File: src/rtl/guitar_input_conditioner_if.sv
// Bundle between the controller front end and the guitar input conditioner.
//   btn_raw   : raw, asynchronous fret buttons (bit i = fret i)
//   strum_raw : raw, asynchronous strum switch (1 = strummed)
//   game_en   : synchronous enable for the game clock divider
//   buttons   : debounced fret state
//   strum     : one-cycle pulse per debounced strum press
//   chord     : fret state captured with the last strum pulse
//   gameclk   : one-cycle periodic game tick
// master drives the raw inputs and consumes the conditioned outputs;
// slave is the conditioner itself.
interface guitar_input_conditioner_if;
    logic [3:0] btn_raw;
    logic       strum_raw;
    logic       game_en;
    logic [3:0] buttons;
    logic       strum;
    logic [3:0] chord;
    logic       gameclk;

    modport master (
        output btn_raw,
        output strum_raw,
        output game_en,
        input  buttons,
        input  strum,
        input  chord,
        input  gameclk
    );

    modport slave (
        input  btn_raw,
        input  strum_raw,
        input  game_en,
        output buttons,
        output strum,
        output chord,
        output gameclk
    );
endinterface

File: src/rtl/guitar_input_conditioner.sv
// Guitar input conditioner: synchronizes and debounces four fret buttons and
// the strum switch, emits a one-cycle strum pulse with a chord snapshot, and
// divides the system clock down to the periodic game tick.
// Ports:
//   clock : system clock, rising edge
//   reset : asynchronous, active-low; clears all state
//   gic   : slave side of guitar_input_conditioner_if (raw inputs in,
//           buttons/strum/chord/gameclk out, all registered)
module guitar_input_conditioner #(
    parameter int unsigned DEBOUNCE_CYCLES = 250000,
    parameter int unsigned GAMECLK_DIV     = 833333
) (
    input logic                        clock,
    input logic                        reset,
    guitar_input_conditioner_if.slave  gic
);

    // Channels 0..3 are frets, channel 4 is strum.
    localparam int unsigned NUM_FRETS = 4;
    localparam int unsigned NUM_CH    = NUM_FRETS + 1;
    localparam int unsigned STRUM_CH  = NUM_FRETS;

    localparam int unsigned DB_W = (DEBOUNCE_CYCLES > 1) ? $clog2(DEBOUNCE_CYCLES) : 1;
    localparam int unsigned GC_W = (GAMECLK_DIV > 2) ? $clog2(GAMECLK_DIV) : 1;

    localparam logic [DB_W-1:0] DB_LAST = DB_W'(DEBOUNCE_CYCLES - 1);
    localparam logic [GC_W-1:0] GC_LAST = GC_W'(GAMECLK_DIV - 1);

    logic [NUM_CH-1:0]            raw_c;
    logic [NUM_CH-1:0]            sync1_q;
    logic [NUM_CH-1:0]            sync2_q;
    logic [NUM_CH-1:0]            stable_q;
    logic [NUM_CH-1:0]            stable_d;
    logic [NUM_CH-1:0][DB_W-1:0]  db_cnt_q;
    logic [NUM_CH-1:0][DB_W-1:0]  db_cnt_d;

    logic                         strum_prev_q;
    logic                         strum_q;
    logic [NUM_FRETS-1:0]         chord_q;
    logic                         strum_rise_c;

    logic [GC_W-1:0]              gc_cnt_q;
    logic [GC_W-1:0]              gc_cnt_d;
    logic                         gameclk_q;
    logic                         gameclk_d;

    assign raw_c = {gic.strum_raw, gic.btn_raw};

    // Two-flop synchronizer for every raw channel.
    always_ff @(posedge clock or negedge reset) begin
        if (!reset) begin
            sync1_q <= '0;
            sync2_q <= '0;
        end else begin
            sync1_q <= raw_c;
            sync2_q <= sync1_q;
        end
    end

    // Debounce next state: a channel must disagree with its stable value for
    // DEBOUNCE_CYCLES consecutive samples before it is accepted; any sample
    // that agrees again restarts the count.
    always_comb begin
        stable_d = stable_q;
        db_cnt_d = db_cnt_q;
        for (int ch = 0; ch < int'(NUM_CH); ch++) begin
            if (sync2_q[ch] == stable_q[ch]) begin
                db_cnt_d[ch] = '0;
            end else if (db_cnt_q[ch] == DB_LAST) begin
                stable_d[ch] = sync2_q[ch];
                db_cnt_d[ch] = '0;
            end else begin
                db_cnt_d[ch] = db_cnt_q[ch] + DB_W'(1);
            end
        end
    end

    // Debounce state registers.
    always_ff @(posedge clock or negedge reset) begin
        if (!reset) begin
            stable_q <= '0;
            db_cnt_q <= '0;
        end else begin
            stable_q <= stable_d;
            db_cnt_q <= db_cnt_d;
        end
    end

    // Rising edge of the debounced strum, seen against its value one edge ago.
    assign strum_rise_c = stable_q[STRUM_CH] & ~strum_prev_q;

    // Strum pulse and chord snapshot; chord holds until the next press.
    always_ff @(posedge clock or negedge reset) begin
        if (!reset) begin
            strum_prev_q <= 1'b0;
            strum_q      <= 1'b0;
            chord_q      <= '0;
        end else begin
            strum_prev_q <= stable_q[STRUM_CH];
            strum_q      <= strum_rise_c;
            if (strum_rise_c) begin
                chord_q <= stable_q[NUM_FRETS-1:0];
            end
        end
    end

    // Game clock divider next state; disabling parks the counter so that
    // re-enabling always yields a full period before the first tick.
    always_comb begin
        gc_cnt_d  = gc_cnt_q;
        gameclk_d = 1'b0;
        if (!gic.game_en) begin
            gc_cnt_d = '0;
        end else if (gc_cnt_q == GC_LAST) begin
            gc_cnt_d  = '0;
            gameclk_d = 1'b1;
        end else begin
            gc_cnt_d = gc_cnt_q + GC_W'(1);
        end
    end

    // Game clock registers.
    always_ff @(posedge clock or negedge reset) begin
        if (!reset) begin
            gc_cnt_q  <= '0;
            gameclk_q <= 1'b0;
        end else begin
            gc_cnt_q  <= gc_cnt_d;
            gameclk_q <= gameclk_d;
        end
    end

    assign gic.buttons = stable_q[NUM_FRETS-1:0];
    assign gic.strum   = strum_q;
    assign gic.chord   = chord_q;
    assign gic.gameclk = gameclk_q;

endmodule
File: src/flat_wrapper.sv
// flat-port wrapper written by rule: the top's interface ports become plain ports
module guitar_input_conditioner_flat 
#(
    parameter int unsigned DEBOUNCE_CYCLES = 250000,
    parameter int unsigned GAMECLK_DIV     = 833333
)
  (clock, reset, gic_btn_raw, gic_strum_raw, gic_game_en, gic_buttons, gic_strum, gic_chord, gic_gameclk);
  guitar_input_conditioner_if gic_i ();
  input logic clock;
  input logic reset;
  input wire logic [$bits(gic_i.btn_raw)-1:0] gic_btn_raw;
  input wire logic [$bits(gic_i.strum_raw)-1:0] gic_strum_raw;
  input wire logic [$bits(gic_i.game_en)-1:0] gic_game_en;
  output wire logic [$bits(gic_i.buttons)-1:0] gic_buttons;
  output wire logic [$bits(gic_i.strum)-1:0] gic_strum;
  output wire logic [$bits(gic_i.chord)-1:0] gic_chord;
  output wire logic [$bits(gic_i.gameclk)-1:0] gic_gameclk;
  assign gic_i.btn_raw = gic_btn_raw;
  assign gic_i.strum_raw = gic_strum_raw;
  assign gic_i.game_en = gic_game_en;
  assign gic_buttons = gic_i.buttons;
  assign gic_strum = gic_i.strum;
  assign gic_chord = gic_i.chord;
  assign gic_gameclk = gic_i.gameclk;
  guitar_input_conditioner #(.DEBOUNCE_CYCLES(DEBOUNCE_CYCLES), .GAMECLK_DIV(GAMECLK_DIV)) u_core (.clock(clock), .reset(reset), .gic(gic_i));
endmodule
File: config.mk
export PLATFORM = sky130hd
export DESIGN_NAME = guitar_input_conditioner_flat
export DESIGN_NICKNAME = d
export VERILOG_FILES = /design/src/rtl/guitar_input_conditioner_if.sv /design/src/rtl/guitar_input_conditioner.sv /design/src/flat_wrapper.sv
export SDC_FILE = /design/constraint.sdc
export NUM_CORES = 1
export LEC_CHECK = 0
export CAP_MARGIN = 20
export CELL_PAD_IN_SITES_DETAIL_PLACEMENT = 0
export CELL_PAD_IN_SITES_GLOBAL_PLACEMENT = 1
export CORE_ASPECT_RATIO = 0.75
export CORE_MARGIN = 2
export CORE_UTILIZATION = 55
export CTS_BUF_LIST = sky130_fd_sc_hd__clkbuf_2 sky130_fd_sc_hd__clkbuf_4 sky130_fd_sc_hd__clkbuf_8
export CTS_CLUSTER_SIZE = 24
export DETAILED_ROUTE_END_ITERATION = 16
export GPL_ROUTABILITY_DRIVEN = 0
export PLACE_DENSITY_LB_ADDON = 0.1
export REMOVE_ABC_BUFFERS = 1
export SLEW_MARGIN = 20
export SYNTH_ARGS = -nofsm -noshare
export SYNTH_HDL_FRONTEND = slang
export SYNTH_SLANG_ARGS = --single-unit
File: constraint.sdc
create_clock -name clock -period 5.7 [get_ports clock]
set_clock_uncertainty 0.05 [all_clocks]
set_input_delay 0.855 -clock clock [delete_from_list [all_inputs] [get_ports clock]]
set_output_delay 0.855 -clock clock [all_outputs]
set_load 0.02 [all_outputs]
==> flow_summary.ini, run 1 <==
[die]
fp.dieH_um = 96.2
rows = 33
design.die.area_um2 = 12200
die_w_um = 127
start_util_pct = 56.8
core-area_um2 = 11000
io_pins = 18

[sta]
rsz0062_at_grt = no
period_minus_slack_ns = 2.41
maxSlewHeadroom_pct = 45.8
min_period_over_period_pct = 42.2
worst_pin_slew_ns = 0.813
final_max_slew_viol_count = 0
hold_viol_final = 0
setup_viol = 0
whs_ns = 0.304
fin_tns_setup_ns = 0
max_freq_ghz = 0.416

[detailed_routing]
vias = 4441
routed_wl_mm = 11.7
wl_per_cell_um = 14.8
dr.pass1.iters = 4
drc = 0
dr.first_iter.drc_count = 274
ant_nets = 0
via_per_inst = 5.63

[global_route]
grt.total_usage_pct = 20.7
grt_pass1_wl_mm = 19.9
grt-ovfl-total = 0
grt_pass1_vias = 4212
antenna_found_initial = 0
grt_max_degree = 82

[clock_tree]
post_cts_buffers = 0
clk_pin_slew_worst_paths_ns = 0.07
hold_buffers = 0
root_buffer = clkbuf_8
cts_resized = 0
numCtsBuffers = 17
clock_latency_ns = 0.43
cts_tree = built
h-tree-depth = 4
cts_buffer_depth = 2
cts.sinks = 132

[power]
ir_worst_vdd_v = 0.000186
leakagePower_nw = 2.83
p_per_area_nw_per_um2 = 273

[setup_path]
slowest_delay_ns = 0.64
cp_data_arrival_time_ns = 1.50
path_max_fanout = 4
worst-path-stages = 1
cp-startpoint = u_core.stable_q[0]$_DFFE_PN0P_
reg2reg_depth = 4
crit_family = buffers and inverters
criticalPathCategory = reg -> out
worstPathCellList = clkdlybuf4s50_1
cp_num_buf_inv = 1
end_kind = output pin
r2r_start = u_core.db_cnt_q[45]$_DFF_PN0_
required_ns = 4.80
startpoint_type = flop
crit_path_top_delay_cell = clkdlybuf4s50_1

[min_path]
hold_depth = 0
hold_class = reg -> reg
min_from = u_core.sync1_q[1]$_DFF_PN0_

[synth]
ys_ff_latch = 132
yosysSeqAreaShare_pct = 53.0
synth.distinct_cells = 41
netlist_area_um2 = 6230
ys_warn_count = 0
syn_avg_cell_area_um2 = 10.1
synth_cells = 615

[finish]
fin_cells = 789
layout-drive-gt1-share_pct = 7.86
diodes = 0
layout.nets = 652
final_common_cell = dfrtp_1
syn_to_final_growth_pct = 11.8
mostFrequentLayoutCells = dfrtp_1 (132), nor2_1 (110), xnor2_1 (53), nand3_1 (43), nand4_1 (35)

[placement]
place_inst = 758
portBuffers = 17
dpl.hpwl_mm = 7.59

[flow_run]
maxCapViolations = 0

[outcome]
status = complete, no violations
==> layer usage <==
| layer | GRT usage [%] | share of wire (%) | up-vias |
|---|---|---|---|
| li1 | - | - | 2194 |
| met4 | 7.97 | 1.9 | 0 |
| met2 | 31.9 | 45 | 51 |
| met3 | 4.84 | 2.3 | 17 |
| met1 | 28.9 | 51 | 2179 |
| met5 | 0 | 0 | - |
==> cells in the mapped netlist, drive strengths merged <==
| cell type | instances | area, um2 |
|---|---|---|
| mux2 | 9 | 101 |
| and3 | 5 | 31.3 |
| or2 | 1 | 6.26 |
| and4 | 13 | 114 |
| clkbuf | 10 | 37.5 |
| nand4 | 35 | 219 |
| nor3 | 18 | 90.1 |
| xnor2 | 53 | 464 |
| nor4b | 4 | 35.0 |
| nand2b | 1 | 6.26 |
| inv | 23 | 86.3 |
| nor2 | 110 | 413 |
| o41ai | 2 | 25.0 |
| or4b | 2 | 20.0 |
| nor2b | 2 | 12.5 |
| ha | 7 | 87.6 |
| nand3 | 43 | 215 |
| a2111oi | 1 | 8.76 |
| o21ai | 16 | 98.9 |
| buf | 7 | 51.3 |
| nand3b | 3 | 22.5 |
| and2 | 3 | 18.8 |
| a21oi | 16 | 80.1 |
| nand4bb | 1 | 11.3 |
| o31ai | 3 | 22.5 |
| or2b | 1 | 7.51 |
| mux2i | 2 | 20.0 |
| xor2 | 33 | 289 |
| or4 | 8 | 63.8 |
| nor4 | 19 | 119 |
| dfrtp | 132 | 3300 |
| nand2 | 19 | 71.3 |
| or3 | 13 | 81.3 |
==> power breakdown <==
group | switching, W | internal (W)
sequential | 0.0000125 | 0.000950
clock | 0.000352 | 0.000531
combinational | 0.0000414 | 0.0000178
total | 0.000406 | 0.00150
==> per-stage QoR <==
stage / utilization [%] / setup slack, ns / instance area (um2) / power [W]
6_report: 63.5 / 3.29 / 6970 / 0.00190
5_1_grt: 63.5 / 3.23 / 6970 / 0.00198
4_1_cts: 63.5 / 3.25 / 6970 / 0.00193
3_5_place_dp: 59.3 / 3.39 / 6520 / 0.00104
3_3_place_gp: 59.3 / 3.45 / 6510 / 0.00104
2_1_floorplan: - / 3.63 / 6140 / 0.00101
==> state kept, by name, indices dropped and copies added (netlist names) <==
| signal | flops |
|---|---|
| u_core.gic.gameclk | 1 |
| u_core.sync1_q | 5 |
| u_core.gic.strum | 1 |
| u_core.gic.chord | 4 |
| u_core.stable_q | 5 |
| u_core.gc_cnt_q | 20 |
| u_core.sync2_q | 5 |
| u_core.strum_prev_q | 1 |
| u_core.db_cnt_q | 90 |
==> kinds of logic (layout without fill, tap and decap cells) <==
group,after synthesis,count (layout),synth area share [%]
and+or+nand+nor,301,301,25.0
adders and majority gates,7,7,1.40
AOI/OAI and AO/OA,38,38,3.77
muxes,11,11,1.95
buffers and inverters,40,74,2.81
xor gates and xnor gates,86,86,12.1
DFF,132,132,53.0
==> cell type report <==
cell class / count / area (um2)
Clock buffer: 23 / 304
Multi-Input combinational cell: 443 / 2760
Inverter: 23 / 86.3
Timing Repair Buffer: 20 / 194
Sequential cell: 132 / 3300
Tap cell: 140 / 175
Clock inverter: 8 / 148
Fill cell: 938 / 4010
==> final timing paths <==
path,to,slack [ns]
worst min register to register,u_core.sync2_q[1]$_DFF_PN0_,0.30
worst max-delay path,gic_buttons[0],3.29
worst min-delay path,u_core.sync2_q[1]$_DFF_PN0_,0.30
min in group asynchronous,u_core.db_cnt_q[79]$_DFF_PN0_,0.41
max in group asynchronous,u_core.db_cnt_q[11]$_DFF_PN0_,4.00
worst max register to register,u_core.db_cnt_q[44]$_DFF_PN0_,3.39
(Power assumes the default switching activity.)
==> run 2, diff against run 1 <==
- CORE_UTILIZATION: 55 -> 46
- clock period: 5.7 -> 1.95 ns (I/O delays scaled with it)
==> flow_summary.ini, run 2 (synthesis gave the netlist of run 1 again) <==
[sta]
max_freq_ghz = 0.494
setup_viol = 19
final_max_slew_viol_count = 0
min_period_over_period_pct = 104
rsz0062_at_grt = yes
fin_tns_setup_ns = -0.945
hold_viol_final = 0
worst_pin_slew_ns = 0.446
period_minus_slack_ns = 2.03
maxSlewHeadroom_pct = 70.3
setup_ws_ns = -0.0751

[finish]
layout.nets = 697
multi_input_area_um2 = 2860
mostFrequentLayoutCells = dfrtp_1 (129), nor2_1 (101), xnor2_1 (53), nand3_1 (43), buf_4 (42)
final_common_cell = dfrtp_1
top_register = u_core.db_cnt_q
layout-drive-gt1-share_pct = 16.3
fill_cells = 1153
diodes = 0
syn_to_final_growth_pct = 19.0
top_regs = u_core.db_cnt_q x90, u_core.gc_cnt_q x20
seqCellArea_um2 = 3310
largest_reg_flops = 90

[detailed_routing]
routed_wl_mm = 12.2
via_per_inst = 5.24
wl_per_cell_um = 14.0
dr.first_iter.drc_count = 167
dr.pass1.iters = 4
vias = 4541
ant_nets = 0
drc = 0

[flow_run]
maxCapViolations = 0

[die]
design.die.area_um2 = 14500
rows = 36
start_util_pct = 47.6
core-area_um2 = 13100
fp.dieH_um = 105
die_w_um = 138
io_pins = 18

[setup_path]
cp_data_arrival_time_ns = 2.29
path_max_fanout = 2
startpoint_type = flop
required_ns = 2.22
end_kind = flop
criticalPathCategory = reg -> reg

[clock_tree]
h-tree-depth = 4
cts_tree = built
numCtsBuffers = 17
root_buffer = clkbuf_8
clock_latency_ns = 0.43
clk_pin_slew_worst_paths_ns = 0.07
cts_buffer_depth = 2
cts.sinks = 132

[global_route]
grt_pass1_vias = 4557
grt_max_degree = 46
grt.total_usage_pct = 18.0
grt-ovfl-total = 0
grt_pass1_wl_mm = 21.5
antenna_found_initial = 0

[power]
ir_worst_vdd_v = 0.000443
p_per_area_nw_per_um2 = 695
leakagePower_nw = 3.05
power_w = 0.00515

[placement]
dpl.hpwl_mm = 8.15
portBuffers = 17

[outcome]
violations = negative setup slack
status = finished, violations left

[min_path]
hold_class = in -> reg
-- run 2: cell types whose count changed in the layout (fill, tap and decap cells not counted), sizes merged --
cell         delta
buf            +44
bufinv          -3
clkbuf          -1
clkinv          +5
dlygate4sd3     +1
-- run 2: cell type report --
type | instances | area share, %
Timing Repair Buffer | 65 | 7.91
Inverter | 23 | 1.16
Sequential cell | 132 | 44.6
Tap cell | 171 | 2.88
Clock buffer | 22 | 3.83
Multi-Input combinational cell | 443 | 38.5
Clock inverter | 10 | 1.11
-- run 2: metal layers --
layer	global-route usage [%]	vias up	part of all wire, %
met5	0	-	0
met2	27.0	37	45
met1	26.0	2211	52
li1	-	2283	-
met4	5.25	0	1.0
met3	4.54	10	2.4
-- run 2: where the power goes --
part | switching, W | internal, W
clock network | 0.00102 | 0.00110
logic | 0.000134 | 0.0000818
registers | 0.0000355 | 0.00278
total | 0.00119 | 0.00396
-- run 2: metrics by stage --
step	worst slack, ns	std cells	utilization [%]	area [um2]	hold slack, ns
floorplan	-0.116	598	-	6140	-0.0531
global placement	-0.0893	827	52.5	6880	0.202
detailed placement	-0.109	827	52.5	6880	0.206
CTS	-0.0835	860	55.4	7260	0.214
global route	-0.120	866	56.6	7420	0.236
finish	-0.0751	866	56.6	7420	0.248
-- run 2: what timing repair did --
item	CTS	global route
gates cloned	0	2
hold buffers	1	0
resized for setup	2	34
setup buffers	0	4
hold endpoints to repair	42	0
endpoints found under the setup margin	19	52
pin swaps	0	11
-- run 2: path summary, 6_finish.rpt --
kind | startpoint | to | slack, ns | depth (start not counted)
min | gic_btn_raw[1] | u_core.sync1_q[1]$_DFF_PN0_ | 0.25 | 1
max reg2reg | u_core.db_cnt_q[31]$_DFF_PN0_ | u_core.stable_q[1]$_DFFE_PN0P_ | -0.08 | 4
min in group asynchronous | reset | u_core.db_cnt_q[70]$_DFF_PN0_ | 0.30 | 2
max in group asynchronous | reset | u_core.db_cnt_q[6]$_DFF_PN0_ | 0.95 | 3
min reg2reg | u_core.sync1_q[4]$_DFF_PN0_ | u_core.sync2_q[4]$_DFF_PN0_ | 0.30 | 0
max | u_core.db_cnt_q[31]$_DFF_PN0_ | u_core.stable_q[1]$_DFFE_PN0P_ | -0.08 | 4
-- run 2: critical path: stages, from the launching register on --
cell and delay (ns):
dfrtp_1 0.38, or4b_1 0.52, or4_4 0.57, nor2_4 0.10, mux2_4 0.30
==> run 3, diff against run 2 <==
- SKIP_LAST_GASP: default -> 1
==> flow_summary.ini, run 3 (synthesis gave the netlist of run 1 again) <==
[setup_path]
worstPathCellList = or4_1 -> or4_4 -> nor2_4 -> mux2_4
end_kind = flop
slowest_delay_ns = 0.57
startpoint_type = flop
crit_path_top_delay_cell = or4_4
criticalPathCategory = reg -> reg
crit_family = simple AND/OR/NAND/NOR gates
required_ns = 2.21
cp_num_buf_inv = 0
cp_data_arrival_time_ns = 2.32
path_max_fanout = 2

[finish]
seqCellArea_um2 = 3310
multi_input_area_um2 = 2850
largest_reg_flops = 90
top_register = u_core.db_cnt_q
syn_to_final_growth_pct = 18.9
top_regs = u_core.db_cnt_q x90, u_core.gc_cnt_q x20
final_common_cell = dfrtp_1
layout-drive-gt1-share_pct = 16.1
diodes = 0
final_core_util_pct = 56.5
fill_cells = 1156
layout.nets = 697
fin_cells = 866
mostFrequentLayoutCells = dfrtp_1 (129), nor2_1 (101), xnor2_1 (53), nand3_1 (43), buf_4 (42)

[placement]
dpl.hpwl_mm = 8.15
pre_cts_slack_ns = -0.109
portBuffers = 17
place_inst = 827

[min_path]
hold_class = in -> reg

[detailed_routing]
drc = 0
ant_nets = 0
dr.pass1.iters = 4
wl_per_cell_um = 14.0
routed_wl_mm = 12.1
vias = 4520
dr.first_iter.drc_count = 178
via_per_inst = 5.22

[sta]
max_freq_ghz = 0.486
period_minus_slack_ns = 2.06
setup_ws_ns = -0.108
final_max_slew_viol_count = 0
min_period_over_period_pct = 106
hold_viol_final = 0
maxSlewHeadroom_pct = 70.3
whs_ns = 0.253
rsz0062_at_grt = yes
worst_pin_slew_ns = 0.439
setup_viol = 19

[clock_tree]
clock_latency_ns = 0.43
h-tree-depth = 4
clk_pin_slew_worst_paths_ns = 0.07
cts_buffer_depth = 2
numCtsBuffers = 17
root_buffer = clkbuf_8
cts_tree = built
cts.sinks = 132

[die]
io_pins = 18
design.die.area_um2 = 14500
die_w_um = 138
core-area_um2 = 13100
rows = 36
start_util_pct = 47.6
fp.dieH_um = 105

[flow_run]
maxCapViolations = 0

[global_route]
grt-ovfl-total = 0
antenna_found_initial = 0
grt_pass1_vias = 4557
grt_max_degree = 46
grt.total_usage_pct = 18.0
grt_pass1_wl_mm = 21.5

[power]
p_per_area_nw_per_um2 = 694
leakagePower_nw = 3.05
ir_worst_vdd_v = 0.000439

[outcome]
status = finished, violations left
violations = negative setup slack
-- run 3: cell counts in the layout (fill, tap and decap cells not counted) --
Identical to the previous run, type by type.
-- run 3: metal layers --
layer | global-route usage [%] | share of wire, %
met1 | 25.9 | 53
met2 | 27.1 | 45
met3 | 4.54 | 2.4
met4 | 5.25 | 0.44
met5 | 0 | 0
-- run 3: cell type report --
class | instances | share of cell area [%]
timing repair buffer | 65 | 7.92
clock buffer | 22 | 3.83
inverter | 23 | 1.16
multi-input combinational | 443 | 38.5
clock inverter | 10 | 1.11
sequential | 132 | 44.6
tap | 171 | 2.89
-- run 3: worst register-to-register path, stage by stage, from the launching register on --
cell and delay [ns]:
dfrtp_1 0.38, or4_1 0.53, or4_4 0.57, nor2_4 0.13, mux2_4 0.30
-- run 3: where the power goes --
group,switching (W),internal (W),leakage [nW]
logic,0.000135,0.0000818,1.06
registers,0.0000358,0.00278,1.80
clock network,0.00101,0.00110,0.188
-- run 3: final timing paths --
| check | from | to | slack (ns) | cells past startpoint |
|---|---|---|---|---|
| min | gic_btn_raw[1] | u_core.sync1_q[1]$_DFF_PN0_ | 0.25 | 1 |
| min reg2reg | u_core.sync1_q[4]$_DFF_PN0_ | u_core.sync2_q[4]$_DFF_PN0_ | 0.30 | 0 |
| min in group asynchronous | reset | u_core.db_cnt_q[70]$_DFF_PN0_ | 0.31 | 2 |
| max in group asynchronous | reset | u_core.db_cnt_q[6]$_DFF_PN0_ | 0.94 | 3 |
| max | u_core.db_cnt_q[26]$_DFF_PN0_ | u_core.stable_q[1]$_DFFE_PN0P_ | -0.11 | 4 |
| max reg2reg | u_core.db_cnt_q[26]$_DFF_PN0_ | u_core.stable_q[1]$_DFFE_PN0P_ | -0.11 | 4 |
-- run 3: stage by stage --
stage / setup TNS (ns) / power, W / area [um2]
final: -1.19 / 0.00515 / 7410
after CTS: -0.876 / 0.00523 / 7250
after floorplan: -2.28 / 0.00294 / 6140
after global placement: -0.223 / 0.00306 / 6880
after detailed placement: -0.552 / 0.00307 / 6880
after global routing: -2.61 / 0.00538 / 7410
-- run 3: repair_timing --
action / 4_1_cts / 5_1_grt
gates cloned: 0 / 2
hold endpoints to repair: 42 / 0
endpoints found under the setup margin: 19 / 52
pin swaps: 0 / 14
gates resized for setup: 1 / 34
buffers inserted: 0 / 4
hold buffers: 1 / 0
